`src/rtl/vga_timing_ctrl_if.sv`:
```
// Pixel request/return loop between the VGA timing controller and the image generator.
// The controller drives coordinates; the generator returns registered pixel data one clock later.
interface vga_timing_ctrl_if #(
    parameter int PIX_W = 16
);
    logic [9:0]       pix_x;
    logic [9:0]       pix_y;
    logic [PIX_W-1:0] pix_data;

    modport master (
        output pix_x,
        output pix_y,
        input  pix_data
    );

    modport slave (
        input  pix_x,
        input  pix_y,
        output pix_data
    );
endinterface

```
`src/rtl/vga_timing_ctrl.sv`:
```
// 640x480@60 Hz VGA timing generator with a one-clock-ahead pixel request loop.
// Optional macro VGA_OUT_REG_EN registers hsync/vsync/rgb_valid/rgb/frame_start (one extra clock).
module vga_timing_ctrl #(
    parameter int H_SYNC  = 96,
    parameter int H_BACK  = 48,
    parameter int H_VALID = 640,
    parameter int H_FRONT = 16,
    parameter int V_SYNC  = 2,
    parameter int V_BACK  = 33,
    parameter int V_VALID = 480,
    parameter int V_FRONT = 10,
    parameter int PIX_W   = 16
) (
    input  logic                clk,
    input  logic                rst,
    vga_timing_ctrl_if.master   pix_if,
    output logic                hsync,
    output logic                vsync,
    output logic                rgb_valid,
    output logic [PIX_W-1:0]    rgb,
    output logic                frame_start
);

    localparam logic [9:0] H_LAST   = 10'(H_SYNC + H_BACK + H_VALID + H_FRONT - 1);
    localparam logic [9:0] V_LAST   = 10'(V_SYNC + V_BACK + V_VALID + V_FRONT - 1);
    localparam logic [9:0] H_SYNC_C = 10'(H_SYNC);
    localparam logic [9:0] V_SYNC_C = 10'(V_SYNC);
    localparam logic [9:0] H_ACT_LO = 10'(H_SYNC + H_BACK);
    localparam logic [9:0] H_ACT_HI = 10'(H_SYNC + H_BACK + H_VALID - 1);
    localparam logic [9:0] H_REQ_LO = 10'(H_SYNC + H_BACK - 1);
    localparam logic [9:0] H_REQ_HI = 10'(H_SYNC + H_BACK + H_VALID - 2);
    localparam logic [9:0] V_ACT_LO = 10'(V_SYNC + V_BACK);
    localparam logic [9:0] V_ACT_HI = 10'(V_SYNC + V_BACK + V_VALID - 1);

    logic [9:0]       cnt_h_r;
    logic [9:0]       cnt_v_r;
    logic             hsync_s;
    logic             vsync_s;
    logic             v_win_s;
    logic             rgb_valid_s;
    logic             pix_req_s;
    logic [9:0]       pix_x_s;
    logic [9:0]       pix_y_s;
    logic [PIX_W-1:0] rgb_s;
    logic             frame_start_s;

    // Horizontal/vertical position counters; the line counter steps on the last pixel clock.
    always_ff @(posedge clk or posedge rst) begin
        if (rst) begin
            cnt_h_r <= 10'd0;
            cnt_v_r <= 10'd0;
        end else if (cnt_h_r == H_LAST) begin
            cnt_h_r <= 10'd0;
            if (cnt_v_r == V_LAST) begin
                cnt_v_r <= 10'd0;
            end else begin
                cnt_v_r <= cnt_v_r + 10'd1;
            end
        end else begin
            cnt_h_r <= cnt_h_r + 10'd1;
        end
    end

    // Decode syncs, active window and the request window (one clock ahead of the active window).
    always_comb begin
        hsync_s     = (cnt_h_r < H_SYNC_C);
        vsync_s     = (cnt_v_r < V_SYNC_C);
        v_win_s     = (cnt_v_r >= V_ACT_LO) && (cnt_v_r <= V_ACT_HI);
        rgb_valid_s = (cnt_h_r >= H_ACT_LO) && (cnt_h_r <= H_ACT_HI) && v_win_s;
        pix_req_s   = (cnt_h_r >= H_REQ_LO) && (cnt_h_r <= H_REQ_HI) && v_win_s;
        if (pix_req_s) begin
            pix_x_s = cnt_h_r - H_REQ_LO;
            pix_y_s = cnt_v_r - V_ACT_LO;
        end else begin
            pix_x_s = 10'h3ff;
            pix_y_s = 10'h3ff;
        end
        if (rgb_valid_s) begin
            rgb_s = pix_if.pix_data;
        end else begin
            rgb_s = {PIX_W{1'b0}};
        end
        // Counters sit at 0,0 throughout reset; keep the strobe quiet until release.
        frame_start_s = (cnt_h_r == 10'd0) && (cnt_v_r == 10'd0) && !rst;
    end

    assign pix_if.pix_x = pix_x_s;
    assign pix_if.pix_y = pix_y_s;

`ifdef VGA_OUT_REG_EN
    logic             hsync_r;
    logic             vsync_r;
    logic             rgb_valid_r;
    logic [PIX_W-1:0] rgb_r;
    logic             frame_start_r;

    // Pin-side output stage, all outputs delayed together by one clock.
    always_ff @(posedge clk or posedge rst) begin
        if (rst) begin
            hsync_r       <= 1'b1;
            vsync_r       <= 1'b1;
            rgb_valid_r   <= 1'b0;
            rgb_r         <= {PIX_W{1'b0}};
            frame_start_r <= 1'b0;
        end else begin
            hsync_r       <= hsync_s;
            vsync_r       <= vsync_s;
            rgb_valid_r   <= rgb_valid_s;
            rgb_r         <= rgb_s;
            frame_start_r <= frame_start_s;
        end
    end

    assign hsync       = hsync_r;
    assign vsync       = vsync_r;
    assign rgb_valid   = rgb_valid_r;
    assign rgb         = rgb_r;
    assign frame_start = frame_start_r;
`else
    assign hsync       = hsync_s;
    assign vsync       = vsync_s;
    assign rgb_valid   = rgb_valid_s;
    assign rgb         = rgb_s;
    assign frame_start = frame_start_s;
`endif

endmodule

```
`src/flat_wrapper.sv`:
```
// flat-port wrapper written by rule: the top's interface ports become plain ports
module vga_timing_ctrl_flat 
#(
    parameter int H_SYNC  = 96,
    parameter int H_BACK  = 48,
    parameter int H_VALID = 640,
    parameter int H_FRONT = 16,
    parameter int V_SYNC  = 2,
    parameter int V_BACK  = 33,
    parameter int V_VALID = 480,
    parameter int V_FRONT = 10,
    parameter int PIX_W   = 16
)
  (clk, rst, hsync, vsync, rgb_valid, rgb, frame_start, pix_if_pix_x, pix_if_pix_y, pix_if_pix_data);
  vga_timing_ctrl_if #(.PIX_W(PIX_W)) pix_if_i ();
  input  logic clk;
  input  logic rst;
  output logic hsync;
  output logic vsync;
  output logic rgb_valid;
  output logic [PIX_W-1:0] rgb;
  output logic frame_start;
  output wire logic [$bits(pix_if_i.pix_x)-1:0] pix_if_pix_x;
  output wire logic [$bits(pix_if_i.pix_y)-1:0] pix_if_pix_y;
  input wire logic [$bits(pix_if_i.pix_data)-1:0] pix_if_pix_data;
  assign pix_if_pix_x = pix_if_i.pix_x;
  assign pix_if_pix_y = pix_if_i.pix_y;
  assign pix_if_i.pix_data = pix_if_pix_data;
  vga_timing_ctrl #(.H_SYNC(H_SYNC), .H_BACK(H_BACK), .H_VALID(H_VALID), .H_FRONT(H_FRONT), .V_SYNC(V_SYNC), .V_BACK(V_BACK), .V_VALID(V_VALID), .V_FRONT(V_FRONT), .PIX_W(PIX_W)) u_core (.clk(clk), .rst(rst), .pix_if(pix_if_i), .hsync(hsync), .vsync(vsync), .rgb_valid(rgb_valid), .rgb(rgb), .frame_start(frame_start));
endmodule
```
`config.mk`:
```
export PLATFORM = sky130hd
export DESIGN_NAME = vga_timing_ctrl_flat
export DESIGN_NICKNAME = d
export VERILOG_FILES = /design/src/rtl/vga_timing_ctrl_if.sv /design/src/rtl/vga_timing_ctrl.sv /design/src/flat_wrapper.sv
export SDC_FILE = /design/constraint.sdc
export NUM_CORES = 1
export LEC_CHECK = 0
export BUFFER_PORTS_ARGS = -buffer_cell sky130_fd_sc_hd__buf_2
export CAP_MARGIN = 10
export CORE_AREA = 2 2 62 64
export DETAILED_ROUTE_END_ITERATION = 16
export DIE_AREA = 0 0 64 66
export GPL_TIMING_DRIVEN = 1
export PLACE_DENSITY = 0.77
export SYNTH_ARGS = -nofsm -noshare
export SYNTH_HDL_FRONTEND = slang
export SYNTH_SLANG_ARGS = --single-unit
```
`constraint.sdc`:
```
create_clock -name clk -period 3.17 [get_ports clk]
set_input_delay 0.4755 -clock clk [delete_from_list [all_inputs] [get_ports clk]]
set_output_delay 0.4755 -clock clk [all_outputs]
set_load 0.02 [all_outputs]
```
==> results.json, run 1 <==
{
  "grt_pass1_wl_mm": 6.78,
  "worstSetupPathType": "flop to output pin",
  "design.core.area_um2": 3550,
  "fin_worst_skew_ns": 0.00635,
  "grt_pass1_vias": 1510,
  "start_util_pct": 47.9,
  "syn-cell-area_um2": 1700,
  "grt_max_degree": 22,
  "drt_iter0_markers": 58,
  "ys_warn_count": 0,
  "antenna_cells": 0,
  "ant_nets": 0,
  "power.share.sequential_pct": 59.7,
  "cts-root-buf": "clkbuf_4",
  "drc": 0,
  "portBuffers": 57,
  "fmax_ghz": 0.342,
  "cts_tree": "built",
  "rsz0062_at_grt": "no",
  "dr.pass1.iters": 5,
  "area_growth_syn_to_layout_pct": 20.4,
  "fin_crit_ns": 2.92,
  "ys_async_sr_fraction_pct": 100,
  "grt_use_total_pct": 20.2,
  "final-setup-viol-count": 0,
  "avgSynthCellArea_um2": 8.13,
  "synth-seq-cells": 20,
  "slew_violations": 0,
  "end_kind": "output pin",
  "finalHoldViolCount": 0,
  "cts_inserted_buffers": 3,
  "synth_top_family_by_area": "simple AND/OR/NAND/NOR gates",
  "crit_fanout": 17,
  "synth_adder_area_share_pct": 4.42,
  "cts_buffer_depth": 2,
  "synth-simple-area-share_pct": 33.7,
  "switching_share_pct": 22.0,
  "gp_congestion": 0.908,
  "htree_levels": 1,
  "io_pins": 58,
  "place_area_um2": 2000,
  "clk_pin_slew_worst_paths_ns": 0.13,
  "synth_flop_cell": "dfrtp_1",
  "hold_ws_ns": 0.166,
  "yosysTopAreaCell": "dfrtp_1",
  "finalInstanceArea_um2": 2050,
  "synth_common_cells": "nand3_1, dfrtp_1, and2_1, xnor2_1, nand2_1",
  "totalWireLength_mm": 4.07,
  "p_sw_mw": 0.0942,
  "synth_top_area_share_pct": 29.5,
  "die_h_um": 66,
  "dieArea_um2": 4220,
  "cts_hold_buf": 0,
  "p_leak_nw": 0.900,
  "rows": 22,
  "viasPerCell": 5.50,
  "cp.arrival_ns": 2.45,
  "power_frac_comb_pct": 3.6,
  "reg2regPathDepth": 5,
  "worstSkewPairLatency_ns": 0.31,
  "ir_drop_v": 0.000119,
  "yosysMostFrequentCell": "nand3_1",
  "ys_types": 41,
  "synth.mux.area_fraction_pct": 0.589,
  "slew_headroom_pct": 46.2,
  "required_ns": 2.69,
  "max_slew.worst_pin.slew_ns": 0.803,
  "hp-class": "input port to async pin",
  "grt.overflow.total": 0,
  "intPower_mw": 0.333,
  "synth_seq_area_share_pct": 29.5,
  "clock-sinks": 20,
  "maxCapViolations": 0,
  "outcome": "finished clean",
  "hpwl_mm": 3.00,
  "timing.setup.tns_ns": 0,
  "power.density_nw_per_um2": 209,
  "synth-xor-area-share_pct": 10.8,
  "drive_gt1_share_pct": 29.5,
  "syn_inst": 209,
  "synth_enable_flop_cells": 0,
  "antenna_found_initial": 0,
  "synth_area_leaders": "dfrtp_1, nand3_1, xnor2_1, and2_1, ha_1",
  "clkPwrFrac_pct": 36.8,
  "startpoint_type": "flop",
  "finalNetCount": 283,
  "synth_compound_area_share_pct": 12.9,
  "synthesis.nets": 233,
  "vias": 1684,
  "post_drt_wl_per_cell_um": 13.3,
  "period_share_pct": 92.2,
  "die_x_um": 64
}
-- layout by cell type (no fill, tap or decap), types with 3 or more instances in the layout --
cell	n
a21oi_1	7
and2_1	19
and3_1	3
buf_2	57
buf_4	9
clkbuf_4	3
dfrtp_1	19
ha_1	6
inv_1	8
nand2_1	12
nand3_1	27
nand4_1	6
nor2_1	8
nor3_1	5
nor4_1	6
o21ai_0	6
o22ai_1	3
or3_1	3
or4_1	4
xnor2_1	15
xor2_1	6
-- metrics by stage --
step | utilization, % | setup WS (ns) | instances | power (mW)
finish | 57.6 | 0.248 | 306 | 0.428
detailed placement | 56.4 | 0.434 | 302 | 0.276
global placement | 56.4 | 0.490 | 302 | 0.275
global route | 57.6 | 0.0227 | 306 | 0.441
floorplan | - | 0.681 | 209 | 0.264
CTS | 57.5 | 0.0762 | 306 | 0.428
-- what timing repair did --
| action | in CTS | in global routing |
|---|---|---|
| setup buffers | 0 | 0 |
| gates resized for setup | 0 | 2 |
| setup endpoints to repair | 0 | 15 |
-- state kept, by name, summed over array words and instances, names as in the netlist --
| register | flops |
|---|---|
| u_core.cnt_v_r | 10 |
| u_core.cnt_h_r | 10 |
-- power by group through the flow --
stage               clock network (mW)  registers [mW]  logic [mW]
floorplan                            0           0.260     0.00409
global placement                     0           0.260      0.0152
detailed placement                   0           0.260      0.0158
CTS                              0.157           0.255      0.0159
global route                     0.168           0.255      0.0172
finish                           0.157           0.255      0.0153
-- area by class of cell --
| cell class | count | area, µm² |
|---|---|---|
| clock buffer | 4 | 36.3 |
| fill | 335 | 1510 |
| inverter | 8 | 30.0 |
| multi-input combinational | 160 | 1060 |
| sequential | 20 | 502 |
| tap | 48 | 60.1 |
| timing repair buffer | 66 | 353 |
-- per-layer routing --
metal	track usage, %	wire length, µm	up-vias
li1	-	-	846
met1	24.9	1890	810
met2	37.4	2050	24
met3	1.53	103	4
met4	6.25	27	0
met5	0	0	-
-- worst max-delay path: stages, from the launching register on --
cell      delay, ns
dfrtp_2        0.51
or4_4          0.57
a22o_1         0.30
a221oi_4       0.41
and2_1         0.19
buf_2          0.16
-- final timing paths --
path / start / to / slack, ns
max: u_core.cnt_h_r[4]$_DFF_PP0_ / rgb[12] / 0.25
min: rst / u_core.cnt_h_r[0]$_DFF_PP0_ / 0.17
max in group asynchronous: rst / u_core.cnt_h_r[4]$_DFF_PP0_ / 2.76
min reg2reg: u_core.cnt_h_r[0]$_DFF_PP0_ / u_core.cnt_h_r[0]$_DFF_PP0_ / 0.54
min in group clk: u_core.cnt_h_r[0]$_DFF_PP0_ / u_core.cnt_h_r[0]$_DFF_PP0_ / 0.54
max reg2reg: u_core.cnt_h_r[1]$_DFF_PP0_ / u_core.cnt_v_r[9]$_DFFE_PP0N_ / 0.90
-- cell families after synthesis --
| family | count (synthesis) |
|---|---|
| multiplexers | 1 |
| buffers and inverters | 29 |
| AND/OR/NAND/NOR | 102 |
| flip-flops | 20 |
| XOR/XNOR | 21 |
| adder cells (fa/ha/maj) | 6 |
| AO/OA/AOI/OAI | 30 |
Note: power is estimated with default switching activity, not from simulation.
==> inputs of run 2 (changes only) <==
- CORE_AREA: 2 2 62 64 -> 2 2 43 85
- DIE_AREA: 0 0 64 66 -> 0 0 45 87
- PLACE_DENSITY: 0.77 -> 0.82
- clock period: 3.17 -> 3.67 ns (I/O delays scaled with it)
==> results.json, run 2 (synthesis results as in run 1) <==
{
  "design.core.area_um2": 3300,
  "start_util_pct": 51.4,
  "cp.arrival_ns": 2.75,
  "slew_headroom_pct": 53.5,
  "antenna_cells": 0,
  "dieArea_um2": 3920,
  "grt_pass1_wl_mm": 6.35,
  "outcome": "finished clean",
  "finalNetCount": 277,
  "max_slew.worst_pin.slew_ns": 0.694,
  "timing.setup.tns_ns": 0,
  "reg_top3": "u_core.cnt_h_r x10, u_core.cnt_v_r x10",
  "slew_violations": 0,
  "dr.pass1.iters": 4,
  "maxCapViolations": 0,
  "vias": 1650,
  "grt_use_total_pct": 21.0,
  "power.density_nw_per_um2": 192,
  "worst_slack_ns": 0.370,
  "drc": 0,
  "crit_chain": "or4_4 > a22o_1 > a21oi_1 > buf_4 > nand3_1 > buf_2",
  "antenna_found_initial": 0,
  "multi_input_area_um2": 1060,
  "grt_pass1_vias": 1357,
  "grt.overflow.total": 0,
  "rsz0062_at_grt": "no",
  "die_h_um": 87,
  "viasPerCell": 5.83,
  "switching_share_pct": 21.1,
  "final_common_cell": "buf_2",
  "portBuffers": 57,
  "htree_levels": 1,
  "period_share_pct": 89.9,
  "cts_tree": "built",
  "p_sw_mw": 0.0805,
  "cts_resized": 0,
  "cts_inserted_buffers": 3,
  "gp_congestion": 0.846,
  "fin_worst_skew_ns": 0.00398,
  "final_cell_mix": "buf_2, nand3_1, dfrtp_1",
  "finalHoldViolCount": 0,
  "worstSkewPairLatency_ns": 0.26,
  "cts_hold_buf": 0,
  "hpwl_mm": 3.00,
  "fmax_ghz": 0.303,
  "seqCellArea_um2": 500,
  "ir_drop_v": 0.000155,
  "power.share.sequential_pct": 57.8,
  "finalInstanceArea_um2": 1980,
  "fin_crit_ns": 3.30,
  "post_drt_wl_per_cell_um": 14.2,
  "dp_slack_ns": 0.677,
  "rows": 30,
  "cpPeakStageDelay_ns": 0.60,
  "clkPwrFrac_pct": 38.7,
  "ant_nets": 0,
  "startpoint_type": "flop",
  "intPower_mw": 0.300,
  "p_leak_nw": 0.872,
  "cts_buffer_depth": 2,
  "crit_fanout": 13,
  "clk_pin_slew_worst_paths_ns": 0.08,
  "critPathSlowestCell": "or4_4",
  "grt_max_degree": 22,
  "clock-sinks": 20,
  "drt_iter0_markers": 69,
  "final_core_util_pct": 60.0,
  "die_x_um": 45,
  "final-setup-viol-count": 0,
  "fill_cells": 309,
  "hp-class": "input port to async pin",
  "area_growth_syn_to_layout_pct": 16.6,
  "totalWireLength_mm": 4.03,
  "hold_ws_ns": 0.308,
  "cts_setup_buffers": 0,
  "required_ns": 3.12,
  "drive_gt1_share_pct": 26.7,
  "power_frac_comb_pct": 3.5,
  "cts-root-buf": "clkbuf_8",
  "io_pins": 58,
  "worstSetupPathType": "flop to output pin",
  "place_area_um2": 1940,
  "end_kind": "output pin"
}
-- run 2: cell types whose count changed in the layout (fill, tap and decap cells not counted), sizes merged --
cell | previous run | this run
clkbuf | 4 | 3
buf | 66 | 60
-- run 2: power groups by stage --
stage / Clock, mW / Sequential, mW / Combinational [mW]
final: 0.147 / 0.220 / 0.0134
after global routing: 0.157 / 0.220 / 0.0153
after CTS: 0.149 / 0.220 / 0.0140
after detailed placement: 0 / 0.225 / 0.0140
after global placement: 0 / 0.225 / 0.0136
after floorplan: 0 / 0.225 / 0.00353
-- run 2: final timing paths --
path,start,slack [ns],end,cells past startpoint
setup / recovery,u_core.cnt_h_r[4]$_DFF_PP0_,0.37,pix_if_pix_y[4],6
hold / removal,rst,0.31,u_core.cnt_h_r[1]$_DFF_PP0_,3
setup reg to reg,u_core.cnt_h_r[0]$_DFF_PP0_,1.46,u_core.cnt_v_r[8]$_DFFE_PP0N_,5
hold reg to reg,u_core.cnt_h_r[0]$_DFF_PP0_,0.54,u_core.cnt_h_r[0]$_DFF_PP0_,1
max in group asynchronous,rst,3.14,u_core.cnt_v_r[2]$_DFFE_PP0N_,3
min in group clk,u_core.cnt_h_r[0]$_DFF_PP0_,0.54,u_core.cnt_h_r[0]$_DFF_PP0_,1
-- run 2: layer usage --
metal / wire length (µm) / GRT usage (%) / vias up / part of all wire [%]
met5: 0 / 0 / - / 0
met4: 48 / 5.61 / 0 / 1.2
met3: 226 / 1.87 / 7 / 5.6
met2: 2050 / 32.1 / 71 / 51
met1: 1710 / 31.3 / 742 / 42
li1: - / - / 830 / -
-- run 2: final cells by class --
type / count / area share, %
Multi-Input combinational cell: 160 / 53.6
Sequential cell: 20 / 25.3
Timing Repair Buffer: 60 / 15.5
Clock buffer: 3 / 2.08
Tap cell: 32 / 2.02
Inverter: 8 / 1.52
-- run 2: worst max-delay path, delay by kind of cell, from the launching register on --
kind	cells	cell delay, ns
compound gates	2	0.84
buf+inv	2	0.45
flops	1	0.51
simple gates	2	0.68
-- run 2: stage by stage --
stage / std cells / total power, mW
after global routing: 283 / 0.392
after floorplan: 209 / 0.228
after CTS: 283 / 0.383
final: 283 / 0.381
after detailed placement: 280 / 0.238
after global placement: 280 / 0.238
==> inputs of run 3 (changes only) <==
- GPL_TIMING_DRIVEN: 1 -> 0
==> results.json, run 3 (synthesis results as in run 1) <==
{
  "period_share_pct": 88.8,
  "antenna_found_initial": 0,
  "drive_gt1_share_pct": 27.0,
  "portBuffers": 57,
  "cpPeakStageDelay_ns": 0.68,
  "crit_chain": "ha_1 > clkbuf_1 > o41ai_1 > a22o_1 > a221oi_4 > buf_6 > and2_1 > buf_2",
  "io_pins": 58,
  "grt_use_total_pct": 22.4,
  "place_area_um2": 2020,
  "r2r_start": "u_core.cnt_h_r[1]$_DFF_PP0_",
  "drt_iter0_markers": 55,
  "crit_start": "u_core.cnt_v_r[0]$_DFFE_PP0N_",
  "crit_fanout": 10,
  "grt_pass1_wl_mm": 6.71,
  "finalInstanceArea_um2": 2080,
  "hpwl_mm": 3.13,
  "antenna_cells": 0,
  "slew_headroom_pct": 47.9,
  "finalHoldViolCount": 0,
  "end_kind": "output pin",
  "fin_crit_ns": 3.26,
  "critPathTopFamily": "compound AO/OA/AOI/OAI gates",
  "area_growth_syn_to_layout_pct": 22.4,
  "max_slew.worst_pin.slew_ns": 0.781,
  "multi_input_area_um2": 1060,
  "start_util_pct": 51.4,
  "dr.pass1.iters": 4,
  "slew_violations": 0,
  "seqCellArea_um2": 500,
  "final-setup-viol-count": 0,
  "post_drt_wl_per_cell_um": 14.1,
  "drc": 0,
  "reg_top3": "u_core.cnt_h_r x10, u_core.cnt_v_r x10",
  "totalWireLength_mm": 4.27,
  "startpoint_type": "flop",
  "cts-root-buf": "clkbuf_8",
  "p_leak_nw": 0.923,
  "cts_resized": 0,
  "final_common_cell": "buf_2",
  "finalNetCount": 295,
  "cts_buffer_depth": 2,
  "grt_pass1_vias": 1452,
  "die_h_um": 87,
  "fin_worst_skew_ns": 0.00187,
  "cts_hold_buf": 0,
  "required_ns": 3.12,
  "dieArea_um2": 3920,
  "worstSkewPairLatency_ns": 0.26,
  "cp.arrival_ns": 2.71,
  "cp_num_buf_inv": 3,
  "design.core.area_um2": 3300,
  "grt_max_degree": 22,
  "rsz0062_at_grt": "no",
  "hp-class": "input port to async pin",
  "clock-sinks": 20,
  "clk_pin_slew_worst_paths_ns": 0.07,
  "cts_inserted_buffers": 3,
  "cts_tree": "built",
  "final_cell_mix": "buf_2, nand3_1, dfrtp_1",
  "cts_setup_buffers": 0,
  "reg2regPathDepth": 5,
  "ir_drop_v": 0.000200,
  "timing.setup.tns_ns": 0,
  "htree_levels": 1,
  "cp.depth": 8,
  "endpoint": "rgb[6]",
  "reg2reg_slack_ns": 1.53,
  "rows": 30,
  "fill_cells": 293,
  "die_x_um": 45,
  "critPathSlowestCell": "o41ai_1",
  "grt.overflow.total": 0,
  "timing.rr.end": "u_core.cnt_v_r[9]$_DFFE_PP0N_",
  "worstSetupPathType": "flop to output pin",
  "viasPerCell": 5.70,
  "fmax_ghz": 0.307,
  "vias": 1721,
  "power.density_nw_per_um2": 192,
  "gp_congestion": 0.852,
  "outcome": "finished clean",
  "maxCapViolations": 0,
  "ant_nets": 0
}
[run 3: per-layer routing]
metal	up-vias	GRT usage (%)	wire, µm
li1	866	-	-
met1	789	32.1	1810
met2	59	35.5	2200
met3	7	1.24	191
met4	0	6.95	69
met5	-	0	0
[run 3: area by class of cell]
cell class	instances	area share, %
plain buffers	21	5.17
flip-flops and latches	20	24.1
inverters	8	1.44
well taps	32	1.93
multi-input cells	160	51.0
repair buffers	57	13.7
clock buffers	4	2.65
[run 3: metrics by stage]
step / hold slack, ns / utilization [%] / power (mW) / instances / setup slack, ns
global route: 0.518 / 63.0 / 0.412 / 302 / 0.220
global placement: 0.510 / 61.3 / 0.237 / 298 / 0.744
finish: 0.422 / 63.0 / 0.400 / 302 / 0.409
floorplan: 0.487 / - / 0.228 / 209 / 1.11
CTS: 0.446 / 63.0 / 0.405 / 302 / 0.432
detailed placement: 0.526 / 61.3 / 0.237 / 298 / 0.722
[run 3: worst min path at each step]
| stage | endpoint | slack (ns) | cells after the start |
|---|---|---|---|
| 2_1_floorplan | u_core.cnt_h_r[0]$_DFF_PP0_ | 0.49 | 1 |
| 3_3_place_gp | u_core.cnt_h_r[0]$_DFF_PP0_ | 0.51 | 1 |
| 3_5_place_dp | u_core.cnt_h_r[0]$_DFF_PP0_ | 0.53 | 1 |
| 4_1_cts | u_core.cnt_v_r[0]$_DFFE_PP0N_ | 0.45 | 2 |
| 5_1_grt | u_core.cnt_v_r[2]$_DFFE_PP0N_ | 0.52 | 2 |
| 6_report | u_core.cnt_v_r[2]$_DFFE_PP0N_ | 0.42 | 2 |
[run 3: power breakdown]
group	total, mW	switching, mW	internal [mW]
combinational	0.0125	0.00614	0.00633
clock	0.167	0.0718	0.0956
sequential	0.220	0	0.220
total	0.400	0.0779	0.322
